===== config.mk =====
export PLATFORM = sky130hd
export DESIGN_NAME = sipo_loader_4bit_flat
export DESIGN_NICKNAME = d
export VERILOG_FILES = /design/src/rtl/sipo_loader_4bit_pkg.sv /design/src/rtl/sipo_loader_4bit_if.sv /design/src/rtl/sipo_loader_4bit.sv /design/src/flat_wrapper.sv
export SDC_FILE = /design/constraint.sdc
export NUM_CORES = 1
export LEC_CHECK = 0
export BUFFER_PORTS_ARGS = -buffer_cell sky130_fd_sc_hd__buf_2
export CORE_MARGIN = 1
export CORE_UTILIZATION = 55
export CTS_CLUSTER_SIZE = 16
export DETAILED_ROUTE_END_ITERATION = 16
export PLACE_DENSITY = 0.77
export SLEW_MARGIN = 25
export SYNTH_ARGS = -nofsm -noshare
export SYNTH_HDL_FRONTEND = slang
export SYNTH_SLANG_ARGS = --single-unit

===== constraint.sdc =====
create_clock -name clk -period 2.5 [get_ports clk]
set_input_delay 0.5 -clock clk [delete_from_list [all_inputs] [get_ports clk]]
set_output_delay 0.5 -clock clk [all_outputs]
set_load 0.02 [all_outputs]

===== src/rtl/sipo_loader_4bit_pkg.sv =====
// rtl/sipo_loader_4bit_pkg.sv - shared state encoding and sizing for the serial-in parallel-out loader
package sipo_loader_4bit_pkg;

  localparam int DEF_WIDTH = 4;

  function automatic int cnt_w(input int w);
    return $clog2(w + 1);
  endfunction

  localparam int CNT_W = cnt_w(DEF_WIDTH);

  typedef enum logic [1:0] {
    S_IDLE = 2'd0,
    S_DATA = 2'd1,
    S_PAR  = 2'd2,
    S_OUT  = 2'd3
  } state_e;

endpackage


===== src/rtl/sipo_loader_4bit_if.sv =====
// rtl/sipo_loader_4bit_if.sv - serial handshake in, parallel word/pulse out
interface sipo_loader_4bit_if #(
  parameter int WIDTH = 4
);
  logic             ser_in;
  logic             ser_valid;
  logic             ser_ready;
  logic             flush;
  logic [WIDTH-1:0] d;
  logic             load;
  logic             par_err;
  logic             busy;

  modport master (
    output ser_in, ser_valid, flush,
    input  ser_ready, d, load, par_err, busy
  );

  modport slave (
    input  ser_in, ser_valid, flush,
    output ser_ready, d, load, par_err, busy
  );
endinterface


===== src/rtl/sipo_loader_4bit.sv =====
// rtl/sipo_loader_4bit.sv - collects serial bits, optionally checks parity, emits a word with a load pulse
module sipo_loader_4bit
  import sipo_loader_4bit_pkg::*;
#(
  parameter int WIDTH      = DEF_WIDTH,
  parameter bit MSB_FIRST  = 1'b1,
  parameter bit PARITY_EN  = 1'b0,
  parameter bit PARITY_ODD = 1'b0
) (
  input  logic               clk,
  input  logic               clear_n,
  sipo_loader_4bit_if.slave  sif
);

  localparam int CW = (WIDTH == DEF_WIDTH) ? CNT_W : cnt_w(WIDTH);

  state_e           state_q, state_d;
  logic [CW-1:0]    cnt_q, cnt_d;
  logic [WIDTH-1:0] shift_q, shift_d;
  logic [WIDTH-1:0] d_q, d_d;
  logic             load_q, load_d;
  logic             par_err_q, par_err_d;
  logic             busy_q, busy_d;
  logic [WIDTH-1:0] shifted;
  logic             accept;
  logic             last_data;
  logic             par_ok;

  // OUT blocks intake so the source holds its bit until the word is committed
  assign sif.ser_ready = clear_n && (state_q != S_OUT);
  assign accept        = sif.ser_valid && sif.ser_ready;
  assign last_data     = (cnt_q == CW'(WIDTH - 1));
  assign par_ok        = (sif.ser_in == ((^shift_q) ^ PARITY_ODD));

  always_comb begin
    shifted = '0;
    if (MSB_FIRST) begin
      shifted = (shift_q << 1) | WIDTH'(sif.ser_in);
    end else begin
      shifted = (shift_q >> 1) | (WIDTH'(sif.ser_in) << (WIDTH - 1));
    end
  end

  always_comb begin
    state_d   = state_q;
    cnt_d     = cnt_q;
    shift_d   = shift_q;
    d_d       = d_q;
    load_d    = 1'b0;
    par_err_d = 1'b0;

    case (state_q)
      S_IDLE, S_DATA: begin
        if (sif.flush) begin
          state_d = S_IDLE;
          cnt_d   = '0;
          shift_d = '0;
        end else if (accept) begin
          if (last_data) begin
            cnt_d = '0;
            if (PARITY_EN) begin
              state_d = S_PAR;
              shift_d = shifted;
            end else begin
              state_d = S_OUT;
              d_d     = shifted;
              load_d  = 1'b1;
              shift_d = '0;
            end
          end else begin
            state_d = S_DATA;
            cnt_d   = cnt_q + CW'(1);
            shift_d = shifted;
          end
        end
      end

      S_PAR: begin
        if (sif.flush) begin
          state_d = S_IDLE;
          cnt_d   = '0;
          shift_d = '0;
        end else if (accept) begin
          shift_d = '0;
          if (par_ok) begin
            state_d = S_OUT;
            d_d     = shift_q;
            load_d  = 1'b1;
          end else begin
            state_d   = S_IDLE;
            par_err_d = 1'b1;
          end
        end
      end

      S_OUT: begin
        // flush is ignored here: the word is already committed
        state_d = S_IDLE;
        cnt_d   = '0;
      end

      default: begin
        state_d = S_IDLE;
        cnt_d   = '0;
        shift_d = '0;
      end
    endcase

    busy_d = (state_d == S_DATA) || (state_d == S_PAR);
  end

  always_ff @(posedge clk) begin
    if (!clear_n) begin
      state_q   <= S_IDLE;
      cnt_q     <= '0;
      shift_q   <= '0;
      d_q       <= '0;
      load_q    <= 1'b0;
      par_err_q <= 1'b0;
      busy_q    <= 1'b0;
    end else begin
      state_q   <= state_d;
      cnt_q     <= cnt_d;
      shift_q   <= shift_d;
      d_q       <= d_d;
      load_q    <= load_d;
      par_err_q <= par_err_d;
      busy_q    <= busy_d;
    end
  end

  assign sif.d       = d_q;
  assign sif.load    = load_q;
  assign sif.par_err = par_err_q;
  assign sif.busy    = busy_q;

endmodule


===== src/flat_wrapper.sv =====
// flat-port wrapper written by rule: the top's interface ports become plain ports
module sipo_loader_4bit_flat import sipo_loader_4bit_pkg::*;
#(
  parameter int WIDTH      = DEF_WIDTH,
  parameter bit MSB_FIRST  = 1'b1,
  parameter bit PARITY_EN  = 1'b0,
  parameter bit PARITY_ODD = 1'b0
)
  (clk, clear_n, sif_ser_in, sif_ser_valid, sif_flush, sif_ser_ready, sif_d, sif_load, sif_par_err, sif_busy);
  sipo_loader_4bit_if #(.WIDTH(WIDTH)) sif_i ();
  input  logic clk;
  input  logic clear_n;
  input wire logic [$bits(sif_i.ser_in)-1:0] sif_ser_in;
  input wire logic [$bits(sif_i.ser_valid)-1:0] sif_ser_valid;
  input wire logic [$bits(sif_i.flush)-1:0] sif_flush;
  output wire logic [$bits(sif_i.ser_ready)-1:0] sif_ser_ready;
  output wire logic [$bits(sif_i.d)-1:0] sif_d;
  output wire logic [$bits(sif_i.load)-1:0] sif_load;
  output wire logic [$bits(sif_i.par_err)-1:0] sif_par_err;
  output wire logic [$bits(sif_i.busy)-1:0] sif_busy;
  assign sif_i.ser_in = sif_ser_in;
  assign sif_i.ser_valid = sif_ser_valid;
  assign sif_i.flush = sif_flush;
  assign sif_ser_ready = sif_i.ser_ready;
  assign sif_d = sif_i.d;
  assign sif_load = sif_i.load;
  assign sif_par_err = sif_i.par_err;
  assign sif_busy = sif_i.busy;
  sipo_loader_4bit #(.WIDTH(WIDTH), .MSB_FIRST(MSB_FIRST), .PARITY_EN(PARITY_EN), .PARITY_ODD(PARITY_ODD)) u_core (.clk(clk), .clear_n(clear_n), .sif(sif_i));
endmodule

==> flow_metrics.env <==
export IMPL_holdBufCountCts=0
export IMPL_avgRoutedWirePerCell_um=12.81
export IMPL_drc_errors=0
export IMPL_crit_fanout=14
export IMPL_die_w_um=41.91
export IMPL_p_leak_nw=0.3798
export IMPL_dp_hpwl_um=1169
export IMPL_rsz0062_at_grt="false"
export IMPL_wl_met2_um=718
export IMPL_cts_buffers=3
export IMPL_wl_met3_um=41
export IMPL_clock_skew_final_ps=6.803
export IMPL_relSlewSlack_pct=49.89
export IMPL_combPwrFrac_pct=10.0
export IMPL_die_h_um=41.91
export IMPL_clk_latency_ps=290
export IMPL_clkPwrFrac_pct=35.8
export IMPL_cap_violations=0
export IMPL_coreArea_mm2=0.001489
export IMPL_power_internal_mw=0.3662
export IMPL_reg2reg_from="u_core.state_q[1]$_SDFF_PN0_"
export IMPL_setup_tns_ps=0
export IMPL_power_switching_mw=0.1146
export IMPL_fp_dieArea_mm2=0.001756
export IMPL_final_max_slew_violation_count=0
export IMPL_netlist_instances=92
export IMPL_gp_congestion=0.7805
export IMPL_fmax_mhz=556.8
export IMPL_ioPinCount=13
export IMPL_cp_arrival_ps=1960
export IMPL_r2r_end="u_core.sif.d[1]$_SDFFE_PN0P_"
export IMPL_hold_viol=0
export IMPL_setup_viol_count_final=0
export IMPL_track_usage_pct=19.98
export IMPL_grt_max_degree=15
export IMPL_min_delay_start="u_core.sif.d[0]$_SDFFE_PN0P_"
export IMPL_clkTransAtPathRegs_ps=100
export IMPL_ys_seq_elements=16
export IMPL_cellPowerDensity_mw_per_mm2=495.9
export IMPL_overflow=0
export IMPL_top_layer="met4"
export IMPL_area_growth_syn_to_layout_pct=10.71
export IMPL_crit_family="simple AND/OR/NAND/NOR gates"
export IMPL_pwr_share_seq_pct=54.2
export IMPL_cts_sinks=16
export IMPL_hold_ws_ps=458.8
export IMPL_layout_setup_ws_ps=704.1
export IMPL_grt_pass1_wl_um=2691
export IMPL_stdcell_count=119
export IMPL_synth_seq_area_share_pct=36.57
export IMPL_switching_share_pct=23.83
export IMPL_ctsLongestPathBuffers=2
export IMPL_worst_hold_path_type="register to register"
export IMPL_antenna_found_initial=0
export IMPL_drt_met1_wl_um=735
export IMPL_ys_warn_count=0
export IMPL_dp_cells=115
export IMPL_port_buffers=12
export IMPL_cts_tree="done"
export IMPL_rr_worst_depth=4
export IMPL_slowest_delay_ps=590
export IMPL_htreeDepth=1
export IMPL_r2r_setup_slack_ps=700
export IMPL_via_count=680
export IMPL_hold_path_end="u_core.sif.d[0]$_SDFFE_PN0P_"
export IMPL_slowest_stage="dfxtp_1"
export IMPL_synth_distinct_cells=35
export IMPL_fin_nets=110
export IMPL_place_ws_ps=627.1
export IMPL_min_period_ps=1796
export IMPL_rows=14
export IMPL_synth_area_per_cell_um2=9.520
export IMPL_fin_crit_sh_pct=71.84
export IMPL_cts_resized_gates=0
export IMPL_cts_setup_buffers=0
export IMPL_root_buffer="clkbuf_4"
export IMPL_hold_path_depth=2
export IMPL_netlist_area_um2=875.8
export IMPL_postRouteWirelength_um=1524
export IMPL_critPathKind="register to register"
export IMPL_initial_utilization_pct=58.82
export IMPL_crit_chain="nand2b_1, or3_1, nor3b_1, a2111oi_4"
export IMPL_crit_path_start_kind="register"
export IMPL_firstDrtPassIters=4
export IMPL_tightest_slew_ps=744.7
export IMPL_n_antenna_cell=0
export IMPL_nFillCells=125
export IMPL_routed_via_density=5.714
export IMPL_peakVddDrop_mv=0.2828
export IMPL_end_kind="register"
export IMPL_cp_buffers_inverters=0
export IMPL_worstPathRequired_ps=2670
export IMPL_grt_pass1_vias=647
export IMPL_syn_nets=98
export IMPL_drt_iter0_drc=16
export IMPL_status="completed"
export IMPL_ant_nets=0
export IMPL_final_layout_size_suffix_gt1_share_pct=23.30
[placed cells by master (no fill, tap or decap), drive strengths merged, types with 2 or more instances in the layout]
cell type,n
a211oi,2
a21oi,7
a22oi,4
buf,12
clkbuf,4
dfxtp,16
inv,6
nand2,3
nand2b,4
nor2,9
nor2b,2
nor3,3
nor3b,2
nor4b,2
o21ai,5
xnor2,8
[registers in the layout (all words and copies together) (netlist names)]
name and count:
u_core.cnt_q 3, u_core.sif.d 4, u_core.sif.par_err 1, u_core.sif.load 1
u_core.sif.busy 1, u_core.shift_q 4, u_core.state_q 2
[per-stage QoR]
step	util (%)	instance area (um^2)	total power [mW]
after floorplan	-	875.8	0.3017
after global placement	62.69	933.4	0.3136
after detailed placement	62.69	933.4	0.3145
after CTS	65.13	969.7	0.4829
after global routing	65.13	969.7	0.4996
final	65.13	969.7	0.4808
[metal layers]
metal | up-vias | global-route usage, %
li1 | 347 | -
met1 | 316 | 26.59
met2 | 12 | 30.00
met3 | 5 | 4.348
met4 | 0 | 10.97
met5 | - | 0
[logic make-up (layout without fill, tap and decap cells)]
group,after synthesis,count (layout),synth area share [%]
AND/OR/NAND/NOR,28,28,17.57
AO/OA/AOI/OAI,25,25,22.72
flip-flops,16,16,36.57
buffers and inverters,12,23,5.571
XOR/XNOR,9,9,15.00
adder cells (fa/ha/maj),1,1,1.428
multiplexers,1,1,1.143
[worst register-to-register path, stage by stage, from the launching register on]
cell and delay, ps:
dfxtp_1 590, nand2b_1 170, or3_1 450, nor3b_1 380, a2111oi_4 80
[synthesized netlist by cell type (all sizes together)]
cell type | number | area (um^2)
dfxtp | 16 | 320.3
nor2 | 9 | 33.78
xnor2 | 8 | 107.6
a21oi | 7 | 46.30
inv | 6 | 22.52
o21ai | 5 | 25.02
a22oi | 4 | 30.03
nand2b | 4 | 25.02
buf | 3 | 15.01
nand2 | 3 | 11.26
nor3 | 3 | 20.02
a211oi | 2 | 15.01
clkbuf | 2 | 7.510
nor2b | 2 | 12.51
nor3b | 2 | 15.01
nor4b | 2 | 17.52
a2111oi | 1 | 27.53
a21o | 1 | 7.510
a221oi | 1 | 15.01
a41o | 1 | 10.01
and3 | 1 | 6.260
clkinv | 1 | 3.750
ha | 1 | 12.51
mux2i | 1 | 10.01
nor4 | 1 | 6.260
o211ai | 1 | 7.510
o21a | 1 | 7.510
o31ai | 1 | 7.510
or3 | 1 | 6.260
xnor3 | 1 | 23.77
[cell type report]
class	count	area [um^2]	area share (%)
repair buffers	12	60.06	6.194
multi-input cells	64	506.7	52.26
clock buffers	4	36.28	3.742
well taps	16	20.02	2.065
flip-flops and latches	16	320.3	33.03
inverters	7	26.28	2.710
[worst max-delay path by stage]
stage	start	to	slack [ps]	depth (start not counted)
3_3_place_gp	sif_flush	u_core.sif.d[1]$_SDFFE_PN0P_	640	5
6_report	u_core.state_q[1]$_SDFF_PN0_	u_core.sif.d[1]$_SDFFE_PN0P_	700	4
3_5_place_dp	sif_flush	u_core.sif.d[1]$_SDFFE_PN0P_	630	5
4_1_cts	u_core.state_q[1]$_SDFF_PN0_	u_core.sif.d[1]$_SDFFE_PN0P_	710	4
2_1_floorplan	sif_flush	u_core.sif.d[1]$_SDFFE_PN0P_	760	5
5_1_grt	u_core.state_q[1]$_SDFF_PN0_	u_core.sif.d[1]$_SDFFE_PN0P_	580	4
[power groups by stage]
stage | sequential, mW | clock [mW] | combinational, mW
final | 0.261 | 0.172 | 0.0481
after global routing | 0.261 | 0.185 | 0.0534
after CTS | 0.261 | 0.174 | 0.0482
after detailed placement | 0.267 | 0 | 0.0480
after global placement | 0.266 | 0 | 0.0471
after floorplan | 0.266 | 0 | 0.0358
Note: power is estimated with default switching activity, not from simulation.
